## config.mk

```make
export PLATFORM = sky130hd
export DESIGN_NAME = gsensor_spi_responder
export DESIGN_NICKNAME = d
export VERILOG_FILES = /design/src/rtl/gsensor_spi_responder.sv
export SDC_FILE = /design/constraint.sdc
export NUM_CORES = 1
export LEC_CHECK = 0
export CORE_ASPECT_RATIO = 0.7
export CORE_UTILIZATION = 25
export CTS_BUF_LIST = sky130_fd_sc_hd__clkbuf_4 sky130_fd_sc_hd__clkbuf_8
export DETAILED_ROUTE_END_ITERATION = 16
export GPL_TIMING_DRIVEN = 0
export HOLD_SLACK_MARGIN = 0.1
export PLACE_DENSITY = 0.45
export SETUP_SLACK_MARGIN = 0.4
export SLEW_MARGIN = 40
export SYNTH_ARGS = -nofsm -noshare
export SYNTH_HDL_FRONTEND = slang
export SYNTH_SLANG_ARGS = --single-unit
```

## constraint.sdc

```tcl
create_clock -name clk -period 6.14 [get_ports clk]
set_input_delay 0.614 -clock clk [delete_from_list [all_inputs] [get_ports clk]]
set_output_delay 0.614 -clock clk [all_outputs]
set_load 0.05 [all_outputs]
```

## src/rtl/gsensor_spi_responder.sv

```systemverilog
// Purpose: 3-wire SPI responder that stands in for the board accelerometer. It serves a 64x8 register file,
//          a DEVID byte and coherent X/Y/Z sample snapshots, and drives the INT2 data-ready line.
// Latency / backpressure: edges act SYNC_STAGES+1 clk after the pad. There is no backpressure; every sample_valid is accepted.
// Ports:   clk/rst (sync, active-high); sample_x/y/z + sample_valid (sample source);
//          spi_csn/spi_sclk/spi_sdi (master pads, CPOL=1 CPHA=1); spi_sdo/spi_sdo_oe (SDIO drive);
//          int2 (data ready); wr_strobe/wr_addr/wr_data (one pulse per completed write byte).
// Option:  define GSENSOR_RESP_MB_EN to honour the MB bit. When enabled, burst addresses auto-increment modulo 64.
module gsensor_spi_responder #(
    parameter logic [7:0] DEVID       = 8'hE5,
    parameter int         SYNC_STAGES = 2
) (
    input  logic        clk,
    input  logic        rst,
    input  logic [15:0] sample_x,
    input  logic [15:0] sample_y,
    input  logic [15:0] sample_z,
    input  logic        sample_valid,
    input  logic        spi_csn,
    input  logic        spi_sclk,
    input  logic        spi_sdi,
    output logic        spi_sdo,
    output logic        spi_sdo_oe,
    output logic        int2,
    output logic        wr_strobe,
    output logic [5:0]  wr_addr,
    output logic [7:0]  wr_data
);

`ifdef GSENSOR_RESP_MB_EN
    localparam logic MB_EN = 1'b1;
`else
    localparam logic MB_EN = 1'b0;
`endif

    localparam logic [5:0] SNAP_LO = 6'h32;
    localparam logic [5:0] SNAP_HI = 6'h37;
    localparam logic [5:0] INT_EN  = 6'h2E;
    localparam logic [5:0] INT_MAP = 6'h2F;

    typedef enum logic [1:0] {IDLE, CMD, WDATA, RDATA} state_t;

    state_t                 state_q, state_d;
    logic [SYNC_STAGES-1:0] csn_sync_q, sclk_sync_q, sdi_sync_q;
    logic                   csn_d1_q, sclk_d1_q;
    logic [2:0]             bit_cnt_q;
    logic [6:0]             sh_in_q;
    logic [7:0]             sh_out_q;
    logic [5:0]             addr_q;
    logic                   mb_q;
    logic [7:0]             regs_q [64];
    logic [47:0]            stage_q, snap_q;   // {Z, Y, X}, little-endian bytes
    logic                   data_ready_q;
    logic                   sdo_q, sdo_oe_q, wr_strobe_q;
    logic [5:0]             wr_addr_q;
    logic [7:0]             wr_data_q;

    logic       csn_s, sclk_s, sdi_s;
    logic       cs_fall, cs_rise, sclk_rise, sclk_fall;
    logic       cmd_done, wbyte_done, rbyte_done, shift_en;
    logic [7:0] new_byte, rd_byte;
    logic [5:0] addr_adv, ld_addr;
    logic [2:0] snap_idx;

    function automatic logic is_snap(input logic [5:0] a);
        return (a >= SNAP_LO) && (a <= SNAP_HI);
    endfunction

    assign csn_s     = csn_sync_q[SYNC_STAGES-1];
    assign sclk_s    = sclk_sync_q[SYNC_STAGES-1];
    assign sdi_s     = sdi_sync_q[SYNC_STAGES-1];
    assign cs_fall   = csn_d1_q & ~csn_s;
    assign cs_rise   = ~csn_d1_q & csn_s;
    assign sclk_rise = ~sclk_d1_q & sclk_s;
    assign sclk_fall = sclk_d1_q & ~sclk_s;

    // sdi is synchronized with the same depth as sclk, so it is aligned with the detected rise.
    assign new_byte = {sh_in_q, sdi_s};
    assign addr_adv = (MB_EN && mb_q) ? addr_q + 6'd1 : addr_q;
    // A shift-out load happens either at the end of the command byte or after each read byte.
    assign ld_addr  = cmd_done ? new_byte[5:0] : addr_adv;
    // 0x32..0x37 map to snapshot bytes 0..5. The low three address bits minus 2 give the byte index.
    assign snap_idx = ld_addr[2:0] - 3'd2;

    always_comb begin
        if (ld_addr == 6'h00) begin
            rd_byte = DEVID;
        end else if (is_snap(ld_addr)) begin
            rd_byte = snap_q[{snap_idx, 3'b000} +: 8];
        end else begin
            rd_byte = regs_q[ld_addr];
        end
    end

    always_comb begin
        state_d    = state_q;
        cmd_done   = 1'b0;
        wbyte_done = 1'b0;
        rbyte_done = 1'b0;
        shift_en   = 1'b0;
        if (cs_rise) begin
            state_d = IDLE;                    // any partial byte is dropped here
        end else if (cs_fall) begin
            state_d = CMD;
        end else begin
            shift_en = sclk_rise && (state_q != IDLE);
            case (state_q)
                CMD: if (sclk_rise && bit_cnt_q == 3'd7) begin
                    cmd_done = 1'b1;
                    state_d  = new_byte[7] ? RDATA : WDATA;
                end
                WDATA: wbyte_done = sclk_rise && (bit_cnt_q == 3'd7);
                RDATA: rbyte_done = sclk_rise && (bit_cnt_q == 3'd7);
                default: ;
            endcase
        end
    end

    always_ff @(posedge clk) begin
        if (rst) state_q <= IDLE;
        else     state_q <= state_d;
    end

    always_ff @(posedge clk) begin
        if (rst) begin
            csn_sync_q   <= '1;
            sclk_sync_q  <= '1;
            sdi_sync_q   <= '0;
            csn_d1_q     <= 1'b1;
            sclk_d1_q    <= 1'b1;
            bit_cnt_q    <= '0;
            sh_in_q      <= '0;
            sh_out_q     <= '0;
            addr_q       <= '0;
            mb_q         <= 1'b0;
            for (int i = 0; i < 64; i++) regs_q[i] <= '0;
            stage_q      <= '0;
            snap_q       <= '0;
            data_ready_q <= 1'b0;
            sdo_q        <= 1'b1;
            sdo_oe_q     <= 1'b0;
            wr_strobe_q  <= 1'b0;
            wr_addr_q    <= '0;
            wr_data_q    <= '0;
        end else begin
            csn_sync_q  <= {csn_sync_q[SYNC_STAGES-2:0], spi_csn};
            sclk_sync_q <= {sclk_sync_q[SYNC_STAGES-2:0], spi_sclk};
            sdi_sync_q  <= {sdi_sync_q[SYNC_STAGES-2:0], spi_sdi};
            csn_d1_q    <= csn_s;
            sclk_d1_q   <= sclk_s;
            wr_strobe_q <= 1'b0;

            if (sample_valid) stage_q <= {sample_z, sample_y, sample_x};
            // Snapshot only moves at CS fall so a burst read sees one coherent sample.
            if (cs_fall) begin
                snap_q    <= sample_valid ? {sample_z, sample_y, sample_x} : stage_q;
                bit_cnt_q <= '0;
                sdo_oe_q  <= 1'b0;
            end
            if (cs_rise) begin
                sdo_oe_q <= 1'b0;
                sdo_q    <= 1'b1;
            end

            // Set wins over the clear from a completing snapshot read.
            if (sample_valid)                         data_ready_q <= 1'b1;
            else if (rbyte_done && is_snap(addr_q))   data_ready_q <= 1'b0;

            if (shift_en) begin
                sh_in_q   <= new_byte[6:0];
                bit_cnt_q <= bit_cnt_q + 3'd1;
            end
            if (cmd_done) begin
                mb_q     <= new_byte[6];
                addr_q   <= new_byte[5:0];
                sh_out_q <= rd_byte;
            end
            if (wbyte_done) begin
                if (addr_q != 6'h00 && !is_snap(addr_q)) regs_q[addr_q] <= new_byte;
                wr_strobe_q <= 1'b1;
                wr_addr_q   <= addr_q;
                wr_data_q   <= new_byte;
                addr_q      <= addr_adv;
            end
            if (rbyte_done) begin
                addr_q   <= addr_adv;
                sh_out_q <= rd_byte;
            end
            if (sclk_fall && state_q == RDATA && !cs_rise && !cs_fall) begin
                sdo_q    <= sh_out_q[7];
                sh_out_q <= {sh_out_q[6:0], 1'b1};
                sdo_oe_q <= 1'b1;
            end
        end
    end

    assign spi_sdo    = sdo_q;
    assign spi_sdo_oe = sdo_oe_q;
    assign int2       = data_ready_q & regs_q[INT_EN][7] & regs_q[INT_MAP][7];
    assign wr_strobe  = wr_strobe_q;
    assign wr_addr    = wr_addr_q;
    assign wr_data    = wr_data_q;

endmodule

```

==> impl_metrics.csv <==
group,metric,value,unit
logic_synthesis,avgSynthCellArea,11.4,um^2
clocking,cts_buffers,101,
setup_path,cp-start-kind,"flop",
setup_path,critical_path_required,6.89,ns
logic_synthesis,ys_top_cells_by_area,"edfxtp_1, dfxtp_1, and2_1",
setup_path,crit_path_end_kind,"flop",
drt,dr.pass1.iters,12,
place,port_buffers,70,
timing,setup_viol,0,
grt,grtUsageMet1,0.351,
setup_path,worstPathArrival,6.25,ns
setup_path,crit_top_cell,"buf_2",
drt,drc,2,
cells_and_area,nNetsFinal,2869,
die,ioPinCount,72,
pwr,peakVddDrop,0.147,mV
pwr,power.density,267,nW/um^2
drt,post_drt_wl_per_cell,30.4,um
logic_synthesis,yosys-top-cells-count,"edfxtp_1, and2_1, nand2_1",
logic_synthesis,netlist_instances,2563,
cells_and_area,area_growth,19.0,%
clocking,insertion_delay,0.81,ns
timing,worst_slew_pin_slew,0.981,ns
pwr,power.total,0.00927,W
logic_synthesis,syn_area,29200,um^2
grt,grt.total_usage,0.224,
setup_path,max_stage_delay,0.67,ns
timing,period_share,0.895,
clocking,htreeDepth,3,
setup_path,crit_chain,"inv_1 -> ha_1 -> nor4b_4 -> nand4_2 -> nand2_4 -> buf_4 -> buf_2 -> buf_2 -> nand2_1 -> a41oi_1 -> a31oi_1 -> o32ai_2 -> a21o_1",
grt,grt_pass1_vias,21500,
logic_synthesis,synth.distinct_cells,77,
logic_synthesis,yosysWarnings,0,
timing,fmax,182,MHz
grt,overflow,0,
clocking,clkTransAtPathRegs,0.07,ns
timing,maxSlewHeadroom,0.346,
logic_synthesis,synth_edf_count,498,
logic_synthesis,synth_top_area_frac,0.512,
timing,hold_viol_final,0,
die,placement_rows,104,
timing,final_max_slew_viol_count,0,
die,start_util,0.253,
logic_synthesis,yosysTopAreaCell,"edfxtp_1",
pwr,leakage,12.1,nW
grt,gr-max-usage-layer,"met1",
place,dp_hpwl,96800,um
place,gp_congestion,1.00,
die,die_area,118000,um^2
drt,drt_iter0_drc,3519,
timing,rsz0062_at_grt,"false",
drt,detail-route-antenna-nets,0,
setup_path,crit_path_max_fanout,10,
clocking,ctsHoldBuffers,0,
logic_synthesis,ys.flop_type,"edfxtp_1",
place,place_ws,0.382,ns
grt,use_met3,0.0722,
timing,worst_slack,0.644,ns
logic_synthesis,ys_async_sr_fraction,0,
die,fp.dieH,288,um
setup_path,cp_slowest_cell,"nand4_2",
clocking,clockBufferDepth,3,
grt,antenna_found_initial,9,
timing,fin_worst_skew,0.0397,ns
grt,met2_usage,0.285,
min_path,hold_class,"in2reg",
run_status,outcome,"complete, but fails checks",
clocking,cts.sinks,646,
clocking,root_buffer,"clkbuf_8",
timing,period_needed,5.50,ns
setup_path,path_class,"reg2reg",
grt,grt_pass1_wl,181000,um
logic_synthesis,ys_ff_latch,646,
drt,drt-total-wl,135000,um
drt,viasPerCell,5.25,
die,die_w,411,um
logic_synthesis,yosys.cell_count.top_type,"edfxtp_1",
drt,num_vias,23300,
job,max-cap-violations,0,
logic_synthesis,synth_seq_area_share,0.613,
grt,grt_max_degree,14,
die,coreArea,115000,um^2
cells_and_area,drive_gt1_frac,0.145,
clocking,cts_tree,"done",
run_status,violations,"DRC",
-- metrics by stage --
step | setup TNS, ns | hold slack (ns) | std cells | utilization | instance area (um^2)
after floorplan | 0 | 0.389 | 2604 | - | 29400
after global placement | -0.683 | 0.400 | 4211 | 0.277 | 32000
after detailed placement | 0 | 0.399 | 4242 | 0.282 | 32600
after CTS | 0 | 0.349 | 4425 | 0.300 | 34700
after global routing | 0 | 0.365 | 4426 | 0.301 | 34700
final | 0 | 0.400 | 4432 | 0.301 | 34800
-- power by group --
group	internal, W	switching (W)
sequential	0.00486	0.0000653
combinational	0.000125	0.000269
clock	0.00204	0.00191
-- state kept, by name, summed over array words and instances (netlist names), 2 cells and up --
name         flops
addr_adv         6
bit_cnt_q        3
csn_sync_q       2
regs_q         498
sclk_sync_q      2
sdi_sync_q       2
sh_in_q          7
sh_out_q         8
snap_q          48
stage_q         48
state_q          2
wr_addr          6
wr_data          8
-- cell usage in the layout (no fill, tap or decap), types with 8 or more instances in the layout --
cell type,Yosys,layout
nor2_1,203,202
clkinv_1,2,13
nor3_1,63,63
a21oi_1,56,53
a31oi_1,41,39
o221ai_1,8,8
and2_1,403,403
and3_1,28,28
a22oi_1,14,14
o22ai_1,12,12
a32oi_1,18,18
clkbuf_2,0,41
buf_4,8,37
clkbuf_8,0,113
clkinv_2,0,9
mux2i_1,174,171
nand2_1,276,275
nand3_1,76,76
or2_2,9,9
a211oi_1,73,73
o21ai_0,84,26
a2111oi_0,11,11
mux4_2,8,8
clkbuf_1,151,111
buf_2,42,51
clkdlybuf4s50_1,0,70
clkbuf_4,0,40
edfxtp_1,498,498
conb_1,1,42
o21ai_2,1,55
dfxtp_1,148,148
-- final cells by class --
| type | count | area (um^2) |
|---|---|---|
| diodes | 6 | 15.0 |
| clock inverters | 28 | 214 |
| repair buffers | 104 | 978 |
| flip-flops and latches | 646 | 17900 |
| inverters | 8 | 30.0 |
| fillers | 11900 | 80700 |
| plain buffers | 218 | 997 |
| multi-input cells | 1732 | 10800 |
| clock buffers | 153 | 1860 |
| well taps | 1537 | 1920 |
-- cells by family after synthesis --
logic type,synth area share
multiplexers,0.0662
other,0.000128
AND/OR/NAND/NOR,0.195
AO/OA/AOI/OAI,0.0907
buffers and inverters,0.0330
adder cells (fa/ha/maj),0.00171
flip-flops,0.613
-- path summary, 6_finish.rpt --
kind         slack, ns       endpoint          start  cells after the start
min reg2reg       0.40  csn_sync_q[1]  csn_sync_q[0]                      1
min               0.40  sdi_sync_q[0]        spi_sdi                      2
max               0.64    sh_out_q[3]  csn_sync_q[1]                     13
max reg2reg       0.64    sh_out_q[3]  csn_sync_q[1]                     13
-- worst max-delay path, delay by kind of cell, from the launching register on --
| kind | cells | cell delay [ns] |
|---|---|---|
| adders and majority gates | 1 | 0.27 |
| AOI/OAI and AO/OA | 4 | 1.25 |
| buffers and inverters | 4 | 1.70 |
| and+or+nand+nor | 4 | 1.73 |
| DFF | 1 | 0.39 |
-- repair_timing --
action | 4_1_cts | 5_1_grt
buffers inserted | 2 | 0
endpoints found under the setup margin | 1 | 0
resized for setup | 0 | 0
endpoints found under the hold margin | 0 | 0
-- per-layer routing --
metal | share of wire | routed length (um)
met5 | 0.000052 | 7
met4 | 0.024 | 3210
met3 | 0.13 | 17000
met2 | 0.37 | 50300
met1 | 0.48 | 64000
Power figures use the tool's default switching activity.
